$ cat config.mk
export PLATFORM = sky130hd
export DESIGN_NAME = button_conditioner
export DESIGN_NICKNAME = d
export VERILOG_FILES = /design/src/rtl/button_conditioner.sv
export SDC_FILE = /design/constraint.sdc
export NUM_CORES = 1
export LEC_CHECK = 0
export BUFFER_PORTS_ARGS = -buffer_cell sky130_fd_sc_hd__buf_2
export CORE_AREA = 4 4 41 43
export DETAILED_ROUTE_END_ITERATION = 16
export DIE_AREA = 0 0 45 47
export GPL_TIMING_DRIVEN = 0
export PLACE_DENSITY_LB_ADDON = 0.15
export SYNTH_ARGS = -nofsm -noshare
export SYNTH_HDL_FRONTEND = slang
export SYNTH_SLANG_ARGS = --single-unit
$ cat constraint.sdc
create_clock -name i_clk -period 1.1 [get_ports i_clk]
set_clock_uncertainty 0.05 [all_clocks]
set_input_delay 0.11 -clock i_clk [delete_from_list [all_inputs] [get_ports i_clk]]
set_output_delay 0.11 -clock i_clk [all_outputs]
set_load 0.005 [all_outputs]
$ cat src/rtl/button_conditioner.sv
// button_conditioner: per-channel synchroniser, debouncer and edge/repeat
// pulse generator for raw board inputs.
//
// Optional feature macro: BUTTON_AUTOREPEAT_EN
//   defined   - each channel gets a RELEASED/HELD/REPEATING FSM and a hold
//               counter that emits o_repeat pulses while the level stays high.
//   undefined - no FSM or hold counter; o_repeat is tied to 0 and
//               HOLD_CYCLES/REPEAT_CYCLES have no effect.

// One conditioned channel. Every channel is a separate instance with its own
// state, so the channels cannot interfere with each other.
module button_lane #(
    parameter int DEBOUNCE_CYCLES = 4
`ifdef BUTTON_AUTOREPEAT_EN
    ,
    parameter int HOLD_CYCLES     = 16,
    parameter int REPEAT_CYCLES   = 8
`endif
) (
    input  logic i_clk,
    input  logic i_reset,
    input  logic i_button,
    output logic o_level,
    output logic o_press,
    output logic o_release,
    output logic o_repeat
);

    // The counter saturates at DEBOUNCE_CYCLES-1. The edge that would take it
    // to DEBOUNCE_CYCLES toggles the level and clears the counter, so the
    // counter never wraps.
    localparam int              CW      = $clog2(DEBOUNCE_CYCLES + 1);
    localparam logic [CW-1:0]   DB_LAST = CW'(DEBOUNCE_CYCLES - 1);

    logic          sync1_q, sync2_q;
    logic [CW-1:0] db_cnt_q, db_cnt_d;
    logic          level_q, level_d;
    logic          press_q, release_q;
    logic          flip, rise, fall;

    // Two-flop synchroniser on the asynchronous pin.
    always_ff @(posedge i_clk or negedge i_reset) begin
        if (!i_reset) begin
            sync1_q <= 1'b0;
            sync2_q <= 1'b0;
        end else begin
            sync1_q <= i_button;
            sync2_q <= sync1_q;
        end
    end

    // Count consecutive disagreements with the current level. Any agreement
    // restarts the count, so a short glitch leaves no trace.
    always_comb begin
        db_cnt_d = '0;
        flip     = 1'b0;
        if (sync2_q != level_q) begin
            if (db_cnt_q == DB_LAST) begin
                flip = 1'b1;
            end else begin
                db_cnt_d = db_cnt_q + 1'b1;
            end
        end
    end

    assign level_d = level_q ^ flip;
    assign rise    = flip & ~level_q;
    assign fall    = flip &  level_q;

    // Level and edge pulses are registered together, so each pulse lines up
    // with the first cycle that shows the new level.
    always_ff @(posedge i_clk or negedge i_reset) begin
        if (!i_reset) begin
            db_cnt_q  <= '0;
            level_q   <= 1'b0;
            press_q   <= 1'b0;
            release_q <= 1'b0;
        end else begin
            db_cnt_q  <= db_cnt_d;
            level_q   <= level_d;
            press_q   <= rise;
            release_q <= fall;
        end
    end

    assign o_level   = level_q;
    assign o_press   = press_q;
    assign o_release = release_q;

`ifdef BUTTON_AUTOREPEAT_EN
    localparam int HMAX = (HOLD_CYCLES > REPEAT_CYCLES) ? HOLD_CYCLES : REPEAT_CYCLES;
    localparam int HW   = $clog2(HMAX + 1);
    localparam logic [HW-1:0] HOLD_LAST = HW'(HOLD_CYCLES - 1);
    localparam logic [HW-1:0] REP_LAST  = HW'(REPEAT_CYCLES - 1);

    typedef enum logic [1:0] {
        RELEASED  = 2'd0,
        HELD      = 2'd1,
        REPEATING = 2'd2
    } rpt_state_e;

    rpt_state_e    state_q, state_d;
    logic [HW-1:0] hold_cnt_q, hold_cnt_d;
    logic          repeat_q, repeat_d;

    // Repeat state register and pulse output.
    always_ff @(posedge i_clk or negedge i_reset) begin
        if (!i_reset) begin
            state_q    <= RELEASED;
            hold_cnt_q <= '0;
            repeat_q   <= 1'b0;
        end else begin
            state_q    <= state_d;
            hold_cnt_q <= hold_cnt_d;
            repeat_q   <= repeat_d;
        end
    end

    // The FSM follows the same rise/fall events that update the level, so the
    // press pulse and the start of the hold count land on the same edge. A
    // release is checked before an expiring count, so a release always
    // suppresses the repeat pulse in its own cycle.
    always_comb begin
        state_d    = state_q;
        hold_cnt_d = hold_cnt_q;
        repeat_d   = 1'b0;
        case (state_q)
            RELEASED: begin
                if (rise) begin
                    state_d    = HELD;
                    hold_cnt_d = '0;
                end
            end
            HELD: begin
                if (fall) begin
                    state_d    = RELEASED;
                    hold_cnt_d = '0;
                end else if (hold_cnt_q == HOLD_LAST) begin
                    repeat_d   = 1'b1;
                    state_d    = REPEATING;
                    hold_cnt_d = '0;
                end else begin
                    hold_cnt_d = hold_cnt_q + 1'b1;
                end
            end
            REPEATING: begin
                if (fall) begin
                    state_d    = RELEASED;
                    hold_cnt_d = '0;
                end else if (hold_cnt_q == REP_LAST) begin
                    repeat_d   = 1'b1;
                    hold_cnt_d = '0;
                end else begin
                    hold_cnt_d = hold_cnt_q + 1'b1;
                end
            end
            default: begin
                state_d    = RELEASED;
                hold_cnt_d = '0;
            end
        endcase
    end

    assign o_repeat = repeat_q;
`else
    assign o_repeat = 1'b0;
`endif

endmodule

// Top level: one independent button_lane per input channel.
module button_conditioner #(
    parameter int CHANNELS        = 1,
    parameter int DEBOUNCE_CYCLES = 4,
    parameter int HOLD_CYCLES     = 16,
    parameter int REPEAT_CYCLES   = 8
) (
    input  logic                i_clk,
    input  logic                i_reset,
    input  logic [CHANNELS-1:0] i_button,
    output logic [CHANNELS-1:0] o_level,
    output logic [CHANNELS-1:0] o_press,
    output logic [CHANNELS-1:0] o_release,
    output logic [CHANNELS-1:0] o_repeat
);

    for (genvar g = 0; g < CHANNELS; g++) begin : g_lane
        button_lane #(
            .DEBOUNCE_CYCLES (DEBOUNCE_CYCLES)
`ifdef BUTTON_AUTOREPEAT_EN
            ,
            .HOLD_CYCLES     (HOLD_CYCLES),
            .REPEAT_CYCLES   (REPEAT_CYCLES)
`endif
        ) u_lane (
            .i_clk     (i_clk),
            .i_reset   (i_reset),
            .i_button  (i_button[g]),
            .o_level   (o_level[g]),
            .o_press   (o_press[g]),
            .o_release (o_release[g]),
            .o_repeat  (o_repeat[g])
        );
    end

endmodule

Yosys cells after proc, flatten, opt, wreduce, memory -nomap -nowiden --
Index checks and enable logic that the tools add are counted.
Word-level totals: register bits after elaboration 8, bits in latches 0, bits in writable memories 0, ROM bits 0, output and inout bits 4, word-level logic and storage cells 17, memories 0
Cells by class: $add $sub $neg 1, multiply operators 0, divide/modulo/power cells 0, magnitude comparators 0, eq/ne operators 2, shift operators 0, mux-type cells 4, bitwise logic cells 4, reductions and logical operators 0
Operators with widths (count):
- $mux 3 | 2
- $add 3x1->3 const B | 1
- $eq 3x2->1 const B | 1
- $and 1x1->1 | 2
- $mux 1 | 2
- $ne 1x1->1 | 1
- $not 1->1 | 1
- $xor 1x1->1 | 1

Longest topological paths before layout --
Gate-level depths: netlist (run 1).
depth after elaboration 4, mapped depth 3

Least setup slack after synthesis (run 1) --
OpenSTA, ideal clock, no wires.
path type register to register, from register g_lane[0].u_lane.db_cnt_q[0], to register with a tool-made name, setup time 0.125 ns, arrival 0.999 ns, path slack -0.075 ns, stages on the path, launching flop included 4, buffers on the path 0, clock period less this slack 1.175 ns, cells stage by stage dfrtp_1 ha_1 nor2b_4 mux2_4
RTL lines:
- start: declaration | line 36 | logic [CW-1:0] db_cnt_q, db_cnt_d;
- start signal: assignment | line 79 | db_cnt_q <= db_cnt_d;

==> flow_summary.ini, run 1 <==
[clocking]
cts_tree = built
numCtsBuffers = 3
clockBufferDepth = 2
root_buffer = clkbuf_4
cts_htree_levels = 1
clk_pin_slew_ps = 50
clock-sinks = 8
clk-insertion-delay-late_ps = 250

[critical_path]
cp-start-kind = flop
critPathMaxFanout = 4
worst_r2r_path_depth = 3
cp.required_ps = 1190
crit_arrival_ps = 1260
cpPeakStageDelay_ps = 360
critPathKind = flop to flop
r2r_start = g_lane[0].u_lane.db_cnt_q[0]$_DFF_PN0_
crit_chain = ha_2 -> nor2b_4 -> mux2_4
worstSetupEndpointType = flop
r2r_setup_slack_ps = -70
cp_slowest_cell = dfrtp_1

[routing]
drt_wl_total_um = 483
drt_iter0_drc = 0
dr.pass1.iters = 1
drc = 0
postRouteAntennaNets = 0
via_per_inst = 3.80
vias = 186
wl_per_cell_um = 9.86

[global_routing]
grt_pass1_wl_um = 800
grt_max_degree = 9
use_met3 = 0.0575
met1_usage = 0.0605
grt_pass1_vias = 193
antenna_found_initial = 0
gr-max-usage-layer = met2
grtUsageMet2 = 0.0876
gr-total-overflow = 0
grtUsageTotal = 0.0597

[sta]
hold_viol_final = 0
hold_slack_ps = 173
drv_slew = 0
worst_slack_ps = -69.6
post-route-min-period_ps = 1170
timing.fmax_mhz = 855
min_period_over_period = 1.06
rsz0062_at_grt = yes
setup_viol = 1

[floorplan]
rows = 13
coreArea_sq_um = 1300
pin_count = 7
die_h_um = 47
initial_core_util = 0.238
die_area_sq_um = 2120
dieWidth_um = 45

[logic_synthesis]
ys_seq_area_frac = 0.645
syn_avg_cell_area_sq_um = 16.3
yosysWarnings = 0
async_reset_ff_frac = 1.00
syn-num-nets = 23
synth.top_cells.by_area = dfrtp_1 65%, and3b_2 6.5%, mux2_4 4.8%
synth_seq_cells = 8
synth_edf_count = 0
ys_types = 11
yosysMostFrequentCell = dfrtp_1
synthFlopType = dfrtp_1
syn_area_sq_um = 310
yosys.area.top_type = dfrtp_1
synth_common_cells = 8 x dfrtp_1, 2 x and3b_2
syn_inst = 19
netlist.area_leader.share = 0.645

[power]
peakVddDrop_v = 0.000854
leakagePower_nw = 0.231
powerDensity_nw_per_um2 = 2030

[place]
io_buffers = 5
dp.cells = 39
place_congestion = 0.635

[cells_and_area]
area_growth_pct = 43.1
fin_nets = 40
drive_gt1_frac = 0.647
fin_cells = 49
antenna_cells = 0

[run_status]
violations = negative setup slack
status = complete, but fails checks

[min_path]
hp-class = input pin to async pin

[flow_run]
drv_cap = 0
-- placed cells by master, fill, tap and decap left out --
cell / instances
dfrtp_1: 8
buf_4: 6
buf_2: 5
clkbuf_4: 3
and3b_2: 2
dlygate4sd3_1: 2
xnor2_2: 1
nor2b_4: 1
nor3_2: 1
nor2b_1: 1
nor3b_2: 1
mux2_4: 1
ha_2: 1
conb_1: 1
-- critical path: cells and delay by family (launching register included) --
| family | cells | cell delay, ps |
|---|---|---|
| and+or+nand+nor | 1 | 170 |
| muxes | 1 | 300 |
| DFF | 1 | 360 |
| adders and majority gates | 1 | 180 |
-- power breakdown --
part	switching (W)	total, W	internal [W]
combinational	0.0000946	0.000286	0.000192
sequential	0.0000496	0.000402	0.000352
clock	0.0000905	0.000215	0.000124
-- routing by layer --
| metal | part of all wire | up-vias |
|---|---|---|
| met5 | 0 | - |
| met4 | 0 | 0 |
| met3 | 0.12 | 0 |
| met2 | 0.49 | 10 |
| met1 | 0.39 | 86 |
| li1 | - | 90 |
-- stage by stage --
stage	cell area, sq um	TNS [ps]	utilization	total power [W]	setup slack [ps]
global placement	357	-106	0.274	0.000591	-106
finish	444	-69.6	0.341	0.000903	-69.6
floorplan	313	-60.7	-	0.000537	-60.7
global route	444	-131	0.341	0.000976	-118
CTS	422	-49.5	0.324	0.000860	-49.5
detailed placement	357	-92.8	0.274	0.000591	-92.8
-- logic make-up (layout without fill, tap and decap cells) --
family	count (synthesis)	in the layout	synth area share
mux	1	1	0.0484
xor+xnor	1	1	0.0282
buf+inv	1	16	0.0242
flops	8	8	0.645
simple gates	6	6	0.202
fa+ha+maj	1	1	0.0403
other cells	1	1	0.0121
-- layout make-up --
class                           count  area, sq um
Fill cell                         131          857
Sequential cell                     8          200
Multi-Input combinational cell     10          113
Timing Repair Buffer               12         82.6
Clock buffer                        3         22.5
Tap cell                           15         18.8
Buffer                              1         7.51
-- worst max-delay path by stage --
stage                                                       from   end  slack, ps
after floorplan           g_lane[0].u_lane.db_cnt_q[0]$_DFF_PN0_  flop        -60
after detailed placement  g_lane[0].u_lane.db_cnt_q[0]$_DFF_PN0_  flop        -90
final                     g_lane[0].u_lane.db_cnt_q[0]$_DFF_PN0_  flop        -70
after global placement    g_lane[0].u_lane.db_cnt_q[0]$_DFF_PN0_  flop       -110
after global routing      g_lane[0].u_lane.db_cnt_q[0]$_DFF_PN0_  flop       -120
after CTS                 g_lane[0].u_lane.db_cnt_q[0]$_DFF_PN0_  flop        -50
-- timing repair --
| action | CTS | global route |
|---|---|---|
| setup buffers | 3 | 2 |
| endpoints found under the setup margin | 1 | 4 |
| pin swaps | 1 | 2 |
| hold endpoints to repair | 9 | 0 |
| resized for setup | 0 | 1 |
| hold buffers | 2 | 0 |
Power figures use the tool's default switching activity.
==> run 2: changes to the inputs <==
==> constraint.sdc (replaced) <==
create_clock -name i_clk -period 1.4 [get_ports i_clk]
set_clock_uncertainty 0.05 [all_clocks]
set_input_delay 0.14 -clock i_clk [delete_from_list [all_inputs] [get_ports i_clk]]
set_output_delay 0.14 -clock i_clk [all_outputs]
set_load 0.005 [all_outputs]
==> flow_summary.ini, run 2 (synthesis results as in run 1) <==
[routing]
drt_wl_total_um = 415
dr.pass1.iters = 2
drc = 0
via_per_inst = 3.70
wl_per_cell_um = 9.43
postRouteAntennaNets = 0
vias = 163
drt_iter0_drc = 2

[power]
pwr-share-clk = 0.264
powerDensity_nw_per_um2 = 1580
peakVddDrop_v = 0.000808
combPwrFrac = 0.243
p_int_w = 0.000466
leakagePower_nw = 0.201
seqPwrFrac = 0.493
p_switching_w = 0.000160
swShare = 0.256

[place]
place_congestion = 0.640
placed_area_sq_um = 354
dp.cells = 39
io_buffers = 5

[sta]
min_period_over_period = 0.858
timing.fmax_mhz = 832
post-route-min-period_ps = 1200
hold_viol_final = 0
hold_slack_ps = 208
setup_viol = 0
drv_slew = 0
finalSetupTns_ps = 0
rsz0062_at_grt = no

[floorplan]
die_h_um = 47
pin_count = 7
rows = 13
coreArea_sq_um = 1300
dieWidth_um = 45
initial_core_util = 0.238
die_area_sq_um = 2120

[clocking]
clk-insertion-delay-late_ps = 250
cts_setup_buffers = 0
root_buffer = clkbuf_4
clk_pin_slew_ps = 50
cts_tree = built
cts_htree_levels = 1
clock-sinks = 8
clockBufferDepth = 2
numCtsBuffers = 3

[cells_and_area]
area_growth_pct = 27.8
fillCellCount = 141
final_common_cell = dfrtp_1
final_area_sq_um = 397
fin_cells = 44
drive_gt1_frac = 0.517
fin_nets = 35
antenna_cells = 0
regArea_sq_um = 200
final_cell_mix = 8 x dfrtp_1, 5 x buf_2, 3 x clkbuf_4, 2 x and3b_2, 2 x dlygate4sd3_1
multiInputGateArea_sq_um = 103
final_core_util = 0.305

[critical_path]
worst_r2r_path_depth = 3
critPathKind = flop to flop
cp-start-kind = flop
r2r_start = g_lane[0].u_lane.db_cnt_q[0]$_DFF_PN0_
critPathMaxFanout = 4
crit_chain = ha_1 -> nor2b_4 -> mux2_4
worstSetupEndpointType = flop
r2r_setup_slack_ps = 200
cpLargestDelayFamily = flip-flops
cp.required_ps = 1480
cp_slowest_cell = dfrtp_1
critPathBufInv = 0
crit_arrival_ps = 1280
crit_start = g_lane[0].u_lane.db_cnt_q[0]$_DFF_PN0_
cpPeakStageDelay_ps = 350

[flow_run]
drv_cap = 0

[global_routing]
gr-max-usage-layer = met2
use_met3 = 0.0575
antenna_found_initial = 0
grt_pass1_wl_um = 703
grt_max_degree = 9
grtUsageMet2 = 0.0734
grt_pass1_vias = 174
met1_usage = 0.0535
gr-total-overflow = 0
grtUsageTotal = 0.0533

[run_status]
status = complete, no violations

[min_path]
hp-class = input pin to async pin
## run 2: cell types whose count changed in the layout (fill, tap and decap cells not counted), sizes merged
cell | before | now
buf | 11 | 6
## run 2: power by group through the flow
stage	Combinational [W]	Sequential [W]	Clock (W)
global route	0.000169	0.000317	0.000195
global placement	0.000150	0.000311	0
detailed placement	0.000148	0.000314	0
CTS	0.000155	0.000310	0.000175
floorplan	0.000109	0.000310	0
finish	0.000152	0.000309	0.000165
## run 2: timing repair
action / CTS / global route
resized for setup: 0 / 0
hold endpoints to repair: 9 / 0
hold buffers: 2 / 0
## run 2: layout make-up
| cell class | count | share of cell area |
|---|---|---|
| flip-flops and latches | 8 | 0.505 |
| multi-input cells | 10 | 0.259 |
| repair buffers | 7 | 0.114 |
| clock buffers | 3 | 0.0568 |
| well taps | 15 | 0.0473 |
| plain buffers | 1 | 0.0189 |
## run 2: through the flow
stage,worst slack [ps],total power [W]
global placement,183,0.000462
CTS,194,0.000639
finish,198,0.000626
global route,149,0.000680
floorplan,226,0.000419
detailed placement,199,0.000462
## run 2: how the worst max path moves through the flow
stage,end,slack [ps],depth (start not counted)
after floorplan,flop,230,3
after global placement,flop,180,3
after detailed placement,flop,200,3
after CTS,flop,190,3
after global routing,flop,150,3
final,flop,200,3
## run 2: routing by layer
metal  part of all wire  vias to the layer above
li1                   -                       80
met1               0.45                       74
met2               0.39                        9
met3               0.16                        0
met4                  0                        0
met5                  0                        -
==> run 3: changes to the inputs <==
--- a/config.mk
+++ b/config.mk
@@ -11,6 +11,7 @@
 export DIE_AREA = 0 0 45 47
 export GPL_TIMING_DRIVEN = 0
 export PLACE_DENSITY_LB_ADDON = 0.15
+export REMOVE_ABC_BUFFERS = 1
 export SYNTH_ARGS = -nofsm -noshare
 export SYNTH_HDL_FRONTEND = slang
 export SYNTH_SLANG_ARGS = --single-unit
==> flow_summary.ini, run 3 (synthesis results as in run 1) <==
[run_status]
status = complete, no violations

[cells_and_area]
antenna_cells = 0
final_common_cell = dfrtp_1
fillCellCount = 141
fin_nets = 34
drive_gt1_frac = 0.500
final_cell_mix = 8 x dfrtp_1, 5 x buf_2, 3 x clkbuf_4, 2 x and3b_2, 2 x dlygate4sd3_1
fin_cells = 43
final_core_util = 0.299
area_growth_pct = 25.4

[clocking]
clk-insertion-delay-late_ps = 250
cts_setup_buffers = 0
clockBufferDepth = 2
numCtsBuffers = 3
clock-sinks = 8
root_buffer = clkbuf_4
clk_pin_slew_ps = 50
cts_tree = built
cts_htree_levels = 1

[global_routing]
grt_pass1_vias = 191
grt_max_degree = 9
gr-total-overflow = 0
antenna_found_initial = 0
grtUsageTotal = 0.0622
grt_pass1_wl_um = 779

[routing]
drt_iter0_drc = 0
via_per_inst = 3.74
wl_per_cell_um = 9.95
drt_wl_total_um = 428
dr.pass1.iters = 1
drc = 0
vias = 161
postRouteAntennaNets = 0

[critical_path]
critPathMaxFanout = 4
crit_start = g_lane[0].u_lane.db_cnt_q[0]$_DFF_PN0_
cpPeakStageDelay_ps = 360
cp.required_ps = 1480
crit_arrival_ps = 1300
crit_chain = ha_1 -> nor2b_4 -> mux2_4
r2r_start = g_lane[0].u_lane.db_cnt_q[0]$_DFF_PN0_
cp_slowest_cell = dfrtp_1
cp-start-kind = flop
worstSetupEndpointType = flop
critPathKind = flop to flop

[floorplan]
die_area_sq_um = 2120
coreArea_sq_um = 1300
rows = 13
dieWidth_um = 45
pin_count = 7
initial_core_util = 0.238
die_h_um = 47

[sta]
drv_slew = 0
post-route-min-period_ps = 1220
setup_viol = 0
timing.fmax_mhz = 818
worst_slack_ps = 178
min_period_over_period = 0.873
rsz0062_at_grt = no
finalSetupTns_ps = 0
hold_viol_final = 0

[power]
peakVddDrop_v = 0.000657
powerDensity_nw_per_um2 = 1620
leakagePower_nw = 0.196
total_power_w = 0.000629

[place]
dp.cells = 38
dp_hpwl_um = 312
place_congestion = 0.691
io_buffers = 5
preCtsSetupSlack_ps = 189

[min_path]
hp-class = input pin to async pin

[flow_run]
drv_cap = 0
run 3: critical path: cells and delay by family (launching register included):
family                     cells  cell delay [ps]
adders and majority gates      1              190
DFF                            1              360
muxes                          1              310
and+or+nand+nor                1              200
run 3: final cells by class:
class / count / area [sq um] / area share
flip-flops and latches: 8 / 200 / 0.514
multi-input cells: 10 / 103 / 0.264
repair buffers: 7 / 45.0 / 0.116
clock buffers: 3 / 22.5 / 0.0579
well taps: 15 / 18.8 / 0.0482
run 3: per-stage QoR:
| stage | cell area, sq um | hold slack [ps] |
|---|---|---|
| final | 389 | 205 |
| after CTS | 389 | 205 |
| after global routing | 389 | 205 |
| after global placement | 347 | -62.2 |
| after detailed placement | 347 | -58.9 |
| after floorplan | 303 | -206 |
run 3: final timing paths:
kind	end	slack (ps)	cells after the start
setup / recovery	flop	180	3
hold / removal	g_lane[0].u_lane.o_release$_DFF_PN0_	210	2
setup reg to reg	flop	180	3
hold reg to reg	g_lane[0].u_lane.sync2_q$_DFF_PN0_	300	0
max in group asynchronous	g_lane[0].u_lane.sync2_q$_DFF_PN0_	920	2
min in group i_clk	g_lane[0].u_lane.sync2_q$_DFF_PN0_	300	0
run 3: report_power, final:
group | internal (W) | switching (W) | total (W)
combinational | 0.0000902 | 0.0000596 | 0.000150
sequential | 0.000277 | 0.0000328 | 0.000310
clock | 0.0000977 | 0.0000724 | 0.000170
total | 0.000465 | 0.000165 | 0.000629
run 3: what timing repair did:
action,4_1_cts,5_1_grt
hold buffers,2,0
gates resized for setup,0,0
endpoints found under the hold margin,9,0
run 3: routing by layer:
metal  global-route usage  wire (um)  vias to the layer above
met5                    0          0                        -
li1                     -          -                       80
met2               0.0763        193                       10
met3               0.0728         65                        0
met4               0.0526          0                        0
met1               0.0537        169                       71
